<file path="config.mk">
export PLATFORM = sky130hd
export DESIGN_NAME = uart_tx_arbiter
export DESIGN_NICKNAME = d
export VERILOG_FILES = /design/src/rtl/uart_tx_arbiter.sv
export SDC_FILE = /design/constraint.sdc
export NUM_CORES = 1
export LEC_CHECK = 0
export CAP_MARGIN = 20
export CORE_MARGIN = 4
export CORE_UTILIZATION = 40
export DETAILED_ROUTE_END_ITERATION = 8
export GPL_TIMING_DRIVEN = 0
export PLACE_DENSITY = 0.77
export SLEW_MARGIN = 10
export SYNTH_ARGS = -nofsm -noshare
export SYNTH_HDL_FRONTEND = slang
export SYNTH_SLANG_ARGS = --single-unit
export TNS_END_PERCENT = 20
</file>
<file path="constraint.sdc">
create_clock -name clock -period 2.3 [get_ports clock]
set_clock_uncertainty 0.2 [all_clocks]
set_input_delay 0.575 -clock clock [delete_from_list [all_inputs] [get_ports clock]]
set_output_delay 0.575 -clock clock [all_outputs]
set_load 0.03 [all_outputs]
</file>
<file path="src/rtl/uart_tx_arbiter.sv">
// Round-robin arbiter that feeds byte streams from NUM_REQ requesters into one UART transmitter.
// A packet holds the grant until its last byte, or until it has sat idle for TIMEOUT_CYCLES.
module uart_tx_arbiter #(
    parameter int NUM_REQ        = 4,
    parameter int TIMEOUT_CYCLES = 1200000
) (
    input  logic                   clock,
    input  logic                   reset,
    input  logic [NUM_REQ-1:0]     req_valid_i,
    input  logic [8*NUM_REQ-1:0]   req_data_i,
    input  logic [NUM_REQ-1:0]     req_last_i,
    output logic [NUM_REQ-1:0]     req_ready_o,
    input  logic                   tx_busy_i,
    output logic                   tx_write_o,
    output logic [7:0]             tx_data_o,
    output logic [NUM_REQ-1:0]     grant_o,
    output logic                   timeout_o
);

    localparam int IW = (NUM_REQ > 1) ? $clog2(NUM_REQ) : 1;
    localparam int CW = $clog2(TIMEOUT_CYCLES) + 1;
    localparam logic [CW-1:0] CNT_LAST = CW'(TIMEOUT_CYCLES - 1);
    localparam logic [CW-1:0] CNT_MAX  = '1;

    typedef enum logic [1:0] {ARB, ISSUE, GAP} state_t;

    state_t          state_q, state_d;
    logic [IW-1:0]   grant_q, grant_d;
    logic [IW-1:0]   last_grant_q, last_grant_d;
    logic            last_q, last_d;
    logic [CW-1:0]   cnt_q, cnt_d;
    logic            timeout_q, timeout_d;

    logic            valid_g;
    logic            accept;
    logic            found;
    logic [IW-1:0]   pick;
    int              idx;

    // Search upward from the requester after the previous owner, wrapping.
    always_comb begin
        found = 1'b0;
        pick  = last_grant_q;
        idx   = 0;
        for (int i = 1; i <= NUM_REQ; i++) begin
            idx = int'(last_grant_q) + i;
            if (idx >= NUM_REQ) idx = idx - NUM_REQ;
            if (!found && req_valid_i[idx]) begin
                found = 1'b1;
                pick  = IW'(idx);
            end
        end
    end

    assign valid_g = req_valid_i[grant_q];
    // Gated by reset so a lock abandoned by reset never emits a byte in the reset cycle.
    assign accept  = (state_q == ISSUE) && valid_g && !tx_busy_i && !reset;

    always_comb begin
        state_d      = state_q;
        grant_d      = grant_q;
        last_grant_d = last_grant_q;
        last_d       = last_q;
        cnt_d        = '0;
        timeout_d    = 1'b0;
        case (state_q)
            ARB: begin
                if (found) begin
                    grant_d      = pick;
                    last_grant_d = pick;
                    state_d      = ISSUE;
                end
            end
            ISSUE: begin
                if (accept) begin
                    last_d  = req_last_i[grant_q];
                    state_d = GAP;
                end else if (!valid_g) begin
                    if (cnt_q >= CNT_LAST) begin
                        timeout_d = 1'b1;
                        state_d   = ARB;
                    end else begin
                        cnt_d = (cnt_q == CNT_MAX) ? cnt_q : cnt_q + CW'(1);
                    end
                end else begin
                    cnt_d = cnt_q;
                end
            end
            GAP: begin
                state_d = last_q ? ARB : ISSUE;
            end
            default: state_d = ARB;
        endcase
    end

    always_comb begin
        req_ready_o = '0;
        grant_o     = '0;
        if (accept) req_ready_o[grant_q] = 1'b1;
        if (state_q != ARB) grant_o[grant_q] = 1'b1;
    end

    assign tx_write_o = accept;
    assign tx_data_o  = req_data_i[{grant_q, 3'b000} +: 8];
    assign timeout_o  = timeout_q;

    always_ff @(posedge clock) begin
        if (reset) begin
            state_q      <= ARB;
            grant_q      <= '0;
            last_grant_q <= IW'(NUM_REQ - 1);
            last_q       <= 1'b0;
            cnt_q        <= '0;
            timeout_q    <= 1'b0;
        end else begin
            state_q      <= state_d;
            grant_q      <= grant_d;
            last_grant_q <= last_grant_d;
            last_q       <= last_d;
            cnt_q        <= cnt_d;
            timeout_q    <= timeout_d;
        end
    end

endmodule

</file>
Word-level counts from Yosys, hierarchy flattened --
Index checks and enable logic that the tools add are counted. W data, S select, Z words.
Operators by class: $add $sub $neg 9, order comparisons 11, equality and inequality tests 7, shift-type cells 1, mux-type cells 41, bitwise gates (word level) 2, reductions and logical operators 20
Operators with widths (count):
- $lt A32 B4 Y1 const B | 4
- $mux W32 | 4
- $mux W22 | 2
- $shiftx A32 B6 Y8 | 1
- $add A22 B1 Y22 const B | 1
- $eq A22 B22 Y1 const B | 1
- $ge A22 B21 Y1 const B | 1
- $mux W1 | 17
- $mux W2 | 8
- $bmux W1 S2 | 6
- $sub A3 B3 Y4 const B | 3
- $ge A3 B3 Y1 const B | 3
- $mux W4 | 2
- $logic_and A1 B1 Y1 | 7
- $add A2 B2 Y3 const B | 2
- $pmux W2 S3 | 1
- $reduce_and A2 Y1 | 3
- $logic_not A1 Y1 | 5
- $sub A4 B3 Y5 const B | 1
- $add A2 B3 Y4 const B | 1
- $ge A4 B3 Y1 const B | 1
- $ne A2 B2 Y1 const B | 2
- $reduce_or A4 Y1 | 1
- $add A2 B1 Y3 const B | 1
- 12 further kinds | 13
Storage, ports and cells: register bits 30, input bits 43, output and inout bits 18, word-level logic and storage cells 97

Longest topological paths before layout --
Gate-level depths: netlist (run 1).
depth after elaboration 18, gate-level depth with buffers 8, mapped depth without buffers 6

Least setup slack after synthesis (run 1) --
Ideal clock, no wire load.
path kind input to output, from input req_valid_i[2], to output req_ready_o[0], data arrival time 2029 ps, required time 1525 ps, path slack -504 ps, stages 5, buffers on the path 1, path through mux4_2 > nand2_1 > or2_2 > clkbuf_1 > nor3_1
Between the ends: cells in the longest elaborated chain, start to end 6
RTL lines:
- start, declared | RTL line 9 | input logic [NUM_REQ-1:0] req_valid_i,
- $bmux W1 S2 | RTL line 55 | assign valid_g = req_valid_i[grant_q];
- $mux W1 (not written as such) | RTL line 55
- $logic_and A1 B1 Y1 (3 in a row) | RTL line 57 | assign accept = (state_q == ISSUE) && valid_g && !tx_busy_i && !reset;
- $mux W4 | RTL line 99 | if (accept) req_ready_o[grant_q] = 1'b1;
- end, declared | RTL line 12 | output logic [NUM_REQ-1:0] req_ready_o,
No other way between the ends. The select of a mux whose other input is x is not followed.

Final worst setup path (run 1) --
from register grant_q[1], to output req_ready_o[0]
Between the ends: cells in the longest elaborated chain, start to end 6, elaborated cells on any way between the ends 11, those cells by class order compare (2); mux (5); reduce/logical (4)
RTL lines:
- start, declared | RTL line 28 | logic [IW-1:0] grant_q, grant_d;
- start signal, assigned | RTL line 117 | grant_q <= grant_d;
- parallel branches: the longest is 5 deep, another holds $lt A2 B3 Y1
- $mux W4 (*) | RTL line 99
Mark *: on every way between the ends. The select of a mux whose other input is x is not followed.

==> flow_summary_export.csv, run 1 <==
group,metric,value,unit
setup_path,crit_buf_inv,1,
cts,htree_levels,2,
setup_path,crit_chain,"mux4_2 -> nand2_1 -> or2_4 -> nor3_4 -> buf_6",
run,cap_violations,0,
sta,slew_violations,0,
run_status,violations,"setup timing",
global_routing,track_usage,0.185,
sta,worst_pin_slew,0.706,ns
cts,cts_sinks,30,
setup_path,path_delay_family,"simple AND/OR/NAND/NOR gates",
pwr,leakage,1.04,nW
yosys,syn_area,1700,µm²
final_layout,design_area,2630,µm²
placement,numPlacedInstances,301,
setup_path,crit_start,"grant_q[1]",
sta,setup_tns,-0.602,ns
floorplanning,core,4060,µm²
cts,clockBufferDepth,2,
cts,hold_buffers,0,
cts,cts_buffers,5,
final_layout,layoutNonFillerInstCount,313,
detailed_routing,remaining_drc_errors,0,
detailed_routing,routedWlPerCell,15.2,µm
setup_path,r2r-start,"cnt_q[3]",
setup_path,slowest_stage,"mux4_2",
sta,fin_crit_sh,1.06,
sta,rsz0062_at_grt,"yes",
sta,max_freq,411,MHz
floorplanning,rows,23,
sta,finalHoldViolations,0,
cts,path_clk_slew,0.06,ns
placement,io_buffers,60,
global_routing,antenna_found_initial,0,
global_routing,grt_pass1_wl,7590,µm
yosys,ys_seq_area_frac,0.353,
yosys,synth_edf_count,0,
placement,gp_congestion,0.793,
pwr,power,1.95,mW
yosys,synth_ff_type,"dfxtp_1",
sta,max-slew-margin-rel,0.525,
global_routing,grt_pass1_vias,1654,
yosys,async_reset_ff_frac,0,
setup_path,worst_setup_path_end_kind,"output pin",
detailed_routing,firstDrtPassIters,4,
yosys,synth_cell_types,40,
final_layout,nNetsFinal,306,
detailed_routing,drt_iter0_drc,68,
floorplanning,die_h,73.2,µm
final_layout,syn_to_final_growth,54.4,%
sta,fin_hold_ws,0.275,ns
final_layout,seqCellArea,607,µm²
yosys,synth_seq_cells,30,
placement,place_ws,-1.39,ns
setup_path,cp_data_required_time,1.52,ns
setup_path,crit_type,"reg -> out",
floorplanning,dieArea,5360,µm²
floorplanning,io_pins,61,
detailed_routing,num_vias,1662,
sta,setup_ws,-0.133,ns
yosys,syn_area_per_cell,8.90,µm²
pwr,p_per_area,745,nW/µm²
setup_path,crit_fanout,7,
min_path,holdCritPathClass,"reg -> reg",
cts,clock-root-buffer,"clkbuf_8",
final_layout,fin_util,0.647,
sta,fin_crit,2.43,ns
setup_path,cp_slowest_stage_delay,0.36,ns
pwr,ir_drop,0.000603,V
final_layout,nFillCells,345,
yosys,syn-num-nets,235,
yosys,yosysWarnings,0,
yosys,syn_inst,191,
cts,cts_tree,"built",
min_path,min_from,"last_q",
detailed_routing,totalWireLength,4740,µm
placement,placed_cell_area,2380,µm²
floorplanning,die_x,73.2,µm
final_layout,layout-drive-gt1-share,0.247,
detailed_routing,ant_nets,0,
placement,dp_hpwl,3640,µm
final_layout,n_antenna_cell,0,
setup_path,cp.arrival,1.66,ns
sta,final-setup-viol-count,6,
global_routing,grt_max_degree,11,
final_layout,multi_input_area,1090,µm²
global_routing,overflow,0,
floorplanning,initial_core_util,0.419,
cts,clock_latency,0.29,ns
run_status,status,"finished, violations left",
setup_path,startpoint_type,"flop",
detailed_routing,via_per_inst,5.31,
[report_power, final]
part | leakage, nW | total [mW] | switching (mW) | internal [mW]
Combinational | 0.727 | 0.709 | 0.336 | 0.372
Sequential | 0.245 | 0.583 | 0.0324 | 0.551
Clock | 0.0714 | 0.663 | 0.201 | 0.462
Total | 1.04 | 1.95 | 0.570 | 1.38
[routing by layer]
metal  part of all wire  routed length [µm]  track usage  vias to the layer above
li1                   -                   -            -                      825
met1               0.40                1880        0.209                      797
met2               0.55                2630        0.330                       31
met3              0.036                 172       0.0537                        9
met4              0.013                  60       0.0594                        0
met5                  0                   0            0                        -
[final timing paths]
check	cells past startpoint	to	slack [ns]
min reg2reg	2	last_q	0.27
max	5	req_ready_o[0]	-0.13
min	2	last_q	0.27
max reg2reg	6	cnt_q[8]	0.12
[sequential cells by signal (all words and copies together) (netlist names)]
signal        count
grant_q           2
state_q           2
last_q            1
last_grant_q      2
timeout_o         1
cnt_q            22
[cell usage in the layout, fill, tap and decap left out, types with 2 or more instances in the layout]
cell,Yosys,final
nor2_1,36,33
dlygate4sd2_1,0,32
dfxtp_1,30,27
nand2_1,18,18
buf_6,1,18
mux4_2,10,10
xor2_1,10,10
and3_1,7,7
xnor2_1,7,7
nand3_1,7,7
nand2b_1,6,6
nor3_1,7,6
buf_4,2,6
clkbuf_8,0,6
clkdlybuf4s50_1,0,6
a31oi_1,6,5
nor2_2,1,4
o21ai_0,4,4
a21oi_1,4,4
inv_1,4,3
nand4_1,3,3
nor2b_1,3,3
buf_12,0,2
and4_1,2,2
nand4b_1,2,2
bufinv_16,0,2
dfxtp_2,0,2
buf_2,1,2
clkdlybuf4s15_2,0,2
[worst min-delay path, delay by kind of cell, from the launching register on]
kind	cells	cell delay, ns
compound gates	1	0.06
simple gates	1	0.05
flops	1	0.31
[cell type report]
type,count,share of cell area
plain buffers,4,0.0176
clock buffers,6,0.0315
clock inverters,2,0.0229
inverters,4,0.00572
multi-input cells,150,0.414
flip-flops and latches,30,0.231
well taps,50,0.0238
repair buffers,67,0.253
[kinds of logic after synthesis]
| group | count (synthesis) | share of synthesized area |
|---|---|---|
| AO/OA/AOI/OAI | 20 | 0.0758 |
| multiplexers | 12 | 0.145 |
| adder cells (fa/ha/maj) | 1 | 0.00736 |
| XOR/XNOR | 17 | 0.0876 |
| AND/OR/NAND/NOR | 100 | 0.297 |
| buffers and inverters | 11 | 0.0338 |
| flip-flops | 30 | 0.353 |
[cell usage after synthesis, types with 2 or more instances]
| library cell | n | share of area |
|---|---|---|
| nor3b_1 | 2 | 0.0088 |
| and4_1 | 2 | 0.010 |
| nor2b_1 | 3 | 0.011 |
| nand4b_1 | 2 | 0.010 |
| dfxtp_1 | 30 | 0.35 |
| nand3_1 | 7 | 0.021 |
| xnor2_1 | 7 | 0.036 |
| nand4_1 | 3 | 0.011 |
| o21ai_0 | 4 | 0.012 |
| clkbuf_1 | 2 | 0.0044 |
| nand2_1 | 18 | 0.040 |
| a21oi_1 | 4 | 0.012 |
| xor2_1 | 10 | 0.052 |
| and3_1 | 7 | 0.026 |
| mux4_2 | 10 | 0.13 |
| a31oi_1 | 6 | 0.022 |
| nor3_1 | 7 | 0.021 |
| nor2_1 | 36 | 0.079 |
| buf_4 | 2 | 0.0088 |
| inv_1 | 4 | 0.0088 |
| nand2b_1 | 6 | 0.022 |
[timing repair]
| action | 4_1_cts | 5_1_grt |
|---|---|---|
| gates cloned | 1 | 0 |
| pin swaps | 4 | 4 |
| gates resized for setup | 171 | 15 |
| endpoints found under the setup margin | 38 | 37 |
| buffers inserted | 5 | 1 |
(Power assumes the default switching activity.)
==> inputs of run 2 (changes only) <==
Settings changed: CORE_UTILIZATION 40 to 45, CTS_CLUSTER_SIZE from default to 20, PLACE_DENSITY 0.77 to 0.81.
Clock period 2.3 ns to 2.45 ns, I/O delays scaled along.
==> flow_summary_export.csv, run 2 (synthesized netlist as in run 1, its figures left out) <==
group,metric,value,unit
detailed_routing,totalWireLength,4450,µm
global_routing,track_usage,0.192,
setup_path,r2r_cells,6,
sta,setup_ws,-0.0808,ns
setup_path,crit_fanout,7,
final_layout,n_antenna_cell,0,
setup_path,r2r-start,"cnt_q[2]",
final_layout,seqCellArea,602,µm²
placement,placed_cell_area,2380,µm²
setup_path,startpoint_type,"primary input",
setup_path,cp_data_required_time,1.64,ns
final_layout,nFillCells,276,
cts,clock_latency,0.28,ns
run_status,violations,"setup timing",
pwr,ir_drop,0.000315,V
floorplanning,initial_core_util,0.464,
sta,final-setup-viol-count,9,
setup_path,cp_slowest_stage_delay,0.51,ns
global_routing,antenna_found_initial,0,
min_path,worstHoldPathCells,2,
detailed_routing,drt_iter0_drc,55,
cts,htree_levels,2,
placement,numPlacedInstances,299,
sta,worst_pin_slew,0.615,ns
sta,max-slew-margin-rel,0.586,
global_routing,grt_max_degree,11,
sta,rsz0062_at_grt,"yes",
detailed_routing,remaining_drc_errors,0,
pwr,power,1.57,mW
final_layout,syn_to_final_growth,51.4,%
sta,finalHoldViolations,0,
final_layout,layoutNonFillerInstCount,314,
cts,clock-root-buffer,"clkbuf_8",
placement,place_ws,-1.32,ns
setup_path,r2r_slack,0.19,ns
detailed_routing,ant_nets,0,
final_layout,top_register,"cnt_q",
floorplanning,rows,22,
final_layout,final_cell_mix,"nor2_1 (33), dfxtp_1 (29), clkdlybuf4s50_1 (23)",
cts,cts_sinks,30,
detailed_routing,via_per_inst,5.28,
global_routing,overflow,0,
cts,cts_buffers,5,
sta,setup_tns,-0.370,ns
sta,fin_hold_ws,0.274,ns
min_path,min_to,"last_q",
floorplanning,dieArea,4830,µm²
min_path,min_from,"last_q",
cts,clockBufferDepth,2,
final_layout,design_area,2570,µm²
cts,path_clk_slew,0.06,ns
floorplanning,die_h,69.5,µm
detailed_routing,num_vias,1657,
floorplanning,core,3660,µm²
sta,fin_crit,2.53,ns
final_layout,multi_input_area,1090,µm²
sta,fin_crit_sh,1.03,
final_layout,layout_commonest_cell,"nor2_1",
setup_path,slowest_stage,"mux4_2",
final_layout,nNetsFinal,309,
final_layout,fin_util,0.703,
pwr,p_per_area,608,nW/µm²
global_routing,grt_pass1_vias,1649,
floorplanning,io_pins,61,
placement,gp_congestion,0.788,
setup_path,cp.arrival,1.72,ns
setup_path,reg2reg_to,"state_q[0]",
placement,dp_hpwl,3350,µm
final_layout,layout-drive-gt1-share,0.229,
cts,cts_tree,"built",
setup_path,critPathMostFrequentCell,"buf_6",
setup_path,worst_setup_path_end_kind,"output pin",
final_layout,largest_register_ffs,22,
pwr,leakage,1.07,nW
floorplanning,die_x,69.5,µm
detailed_routing,routedWlPerCell,14.2,µm
placement,io_buffers,60,
detailed_routing,firstDrtPassIters,4,
run,cap_violations,0,
setup_path,crit_chain,"buf_6 -> mux4_2 -> nand2_2 -> or2_4 -> nor3_4 -> buf_6",
global_routing,grt_pass1_wl,7380,µm
setup_path,crit_type,"in -> out",
sta,slew_violations,0,
run_status,status,"finished, violations left",
min_path,holdCritPathClass,"reg -> reg",
sta,max_freq,395,MHz
-- run 2: worst max-delay path, delay by kind of cell --
family	cells	cell delay, ns
simple gates	3	0.34
mux	1	0.51
buf+inv	2	0.25
-- run 2: worst max path at each step --
stage,endpoint,start
CTS,tx_data_o[0],req_data_i[16]
detailed placement,req_ready_o[0],req_valid_i[3]
finish,req_ready_o[0],req_valid_i[3]
floorplan,req_ready_o[1],req_valid_i[2]
global route,req_ready_o[0],grant_q[1]
global placement,req_ready_o[1],req_valid_i[2]
-- run 2: timing repair --
action                     4_1_cts  5_1_grt
resized for setup              113       34
setup endpoints to repair       37       18
pin swaps                        6        5
hold buffers                     0        0
hold endpoints to repair         0        0
buffers inserted                 4        5
-- run 2: power by group --
group          internal [mW]  total, mW  switching [mW]
sequential             0.515      0.539          0.0243
combinational          0.309      0.625           0.316
clock                  0.226      0.401           0.175
-- run 2: area by class of cell --
type | instances | area share
plain buffers | 5 | 0.0180
clock buffers | 7 | 0.0335
clock inverters | 1 | 0.00194
inverters | 4 | 0.00583
multi-input cells | 150 | 0.422
flip-flops and latches | 30 | 0.234
well taps | 48 | 0.0233
repair buffers | 69 | 0.261
-- run 2: per-layer routing --
layer | up-vias | wire length [µm] | GRT usage | share of wire
li1 | 830 | - | - | -
met1 | 758 | 1760 | 0.199 | 0.39
met2 | 61 | 2190 | 0.321 | 0.49
met3 | 8 | 417 | 0.0957 | 0.094
met4 | 0 | 87 | 0.0954 | 0.020
met5 | - | 0 | 0 | 0
==> RTL change, RTL diff (config.mk and constraints of run 2) <==
Change the parameter `NUM_REQ` from 4 to 8.
--- a/src/rtl/uart_tx_arbiter.sv
+++ b/src/rtl/uart_tx_arbiter.sv
@@ -3,3 +3,3 @@
 module uart_tx_arbiter #(
-    parameter int NUM_REQ        = 4,
+    parameter int NUM_REQ        = 8,
     parameter int TIMEOUT_CYCLES = 1200000
Ports: changed (5 resized); port bits go from 61 to 109. No check against the original RTL was run, so the function may have changed too.
==> RTL change against run 2 <==
  * The run still ends with setup timing left
  * Total power grew to 2.8 times the old value
  * Worst setup slack worse by 220 ps
  * Largest cell class unchanged
  * Clock power grew 25%
  * Sequential cell count up 2
  * Cell area up 83%
  * Area after synthesis up 73%
  * Core utilization up 3.8 points
  * Wire length rose by 120%
==> RTL change: results (changes against run 2) <==
- Slew Limit Headroom: 68.2% (+9.6 points)
- Failing checks: setup timing
- Layout cells sized above 1: 32.2% (+9.3 points)
- Input/output buffers: 107 (+78%)
- Synth Area in Compound Gates: 16.1% (+8.5 points)
- Maximum vdd drop: 0.601 mV (+91%)
- Status: finished, violations left
- Top post-synthesis cells by area: dfxtp_1, mux4_2, nor2_1
- Setup violations, final: 23 (+14)
- Initial drt markers: 192 (+250%)
- Syn Nets: 422 (+80%)
- Largest net degree at the start of global routing: 12 (+1)
- Synth cell types: 60 (+50%)
- Pwr Total: 4.45 mW (+180%)
- Layout Nets: 551 (+78%)
- Final worst setup slack: -305 ps (-224 ps)
- All-Layer GR Usage: 23.8% (+4.6 points)
- Vias in the first global route: 3,098 (+88%)
- Hpwl dp: 7.42 mm (+120%)
- Sequential area share after synthesis: 21.8% (-14 points)
- Final Wtd Congestion: 0.936 (+19%)
- Switching part of the total power: 44.5% (+12 points)
- Wire per inst: 18.0 um (+27%)
- Synth Area in XOR/XNOR: 7.43% (-1.3 points)
- Mux share of post-synthesis cell area: 26.5% (+12 points)
- Post-place setup slack: -1470 ps (-154 ps)
- Crit path arrival time: 2710 ps (+990 ps)
- R2R depth: 12 (+6)
- HP Start: cnt_q[21]$_SDFFE_PP0P_
## RTL change: cell count changes after synthesis, moves of 5 or more
cell and delta:
nor2_1 +16, nand2_1 +14, mux2i_1 +11, mux4_2 +10, a21oi_1 +8, clkbuf_1 +6
a21o_1 +5, a221oi_1 +5, buf_2 +5, nand3_1 +5
## RTL change: cell type report
class,instances,area (um2)
fillers,445,1640
flip-flops and latches,32,661
inverters,8,43.8
plain buffers,17,204
clock inverters,3,42.5
multi-input cells,278,2370
clock buffers,5,68.8
well taps,77,96.3
repair buffers,123,1220
## RTL change: how the worst max path moves through the flow
stage	cells after the start	from	slack (ps)	end
6_report	12	last_grant_q[0]$_SDFFE_PP1P_	-310	last_grant_q[1]$_SDFFE_PP1P_
3_3_place_gp	7	req_valid_i[4]	-1450	req_ready_o[4]
3_5_place_dp	7	req_valid_i[5]	-1470	req_ready_o[4]
2_1_floorplan	5	req_valid_i[3]	-350	req_ready_o[7]
4_1_cts	11	last_grant_q[1]$_SDFFE_PP1P_	-290	grant_q[2]$_SDFFE_PP0P_
5_1_grt	10	last_grant_q[0]$_SDFFE_PP1P_	-420	grant_q[0]$_SDFFE_PP0P_
## RTL change: cell families after synthesis
group / Yosys count
compound gates: 64
xor+xnor: 25
fa+ha+maj: 3
buf+inv: 26
flops: 32
mux: 45
simple gates: 141
## RTL change: through the flow
stage / std cells / TNS (ps) / hold slack [ps]
after global placement: 520 / -49780 / 279
after global routing: 543 / -6820 / 343
final: 543 / -4760 / 324
after floorplan: 336 / -6980 / 251
after detailed placement: 520 / -50900 / 303
after CTS: 535 / -5210 / 324
## RTL change: timing repair
item / 4_1_cts / 5_1_grt
pin swaps: 7 / 12
endpoints found under the hold margin: 0 / 0
setup endpoints to repair: 54 / 52
buffers inserted: 8 / 8
resized for setup: 240 / 65
## RTL change: power by group through the flow
| stage | Combinational, mW | Clock (mW) | Sequential (mW) |
|---|---|---|---|
| after floorplan | 2.16 | 0 | 0.627 |
| after global placement | 2.81 | 0 | 0.640 |
| after detailed placement | 2.86 | 0 | 0.643 |
| after CTS | 3.11 | 0.506 | 0.633 |
| after global routing | 3.54 | 0.533 | 0.644 |
| final | 3.31 | 0.503 | 0.636 |
## RTL change: worst max-delay path, stage by stage, from the launching register on
cell and delay (ps):
dfxtp_4 360, buf_8 100, inv_4 30, ha_4 270
buf_8 120, mux4_2 360, mux2i_4 250, buf_4 160
o21ai_1 60, a221o_1 290, a31o_1 200, o2111ai_2 80
nand3_1 130
## RTL change: metal layers
metal	global-route usage (%)	share of wire [%]
met4	7.97	2.5
met2	44.3	50
met5	0	0
met3	6.08	11
met1	26.3	37
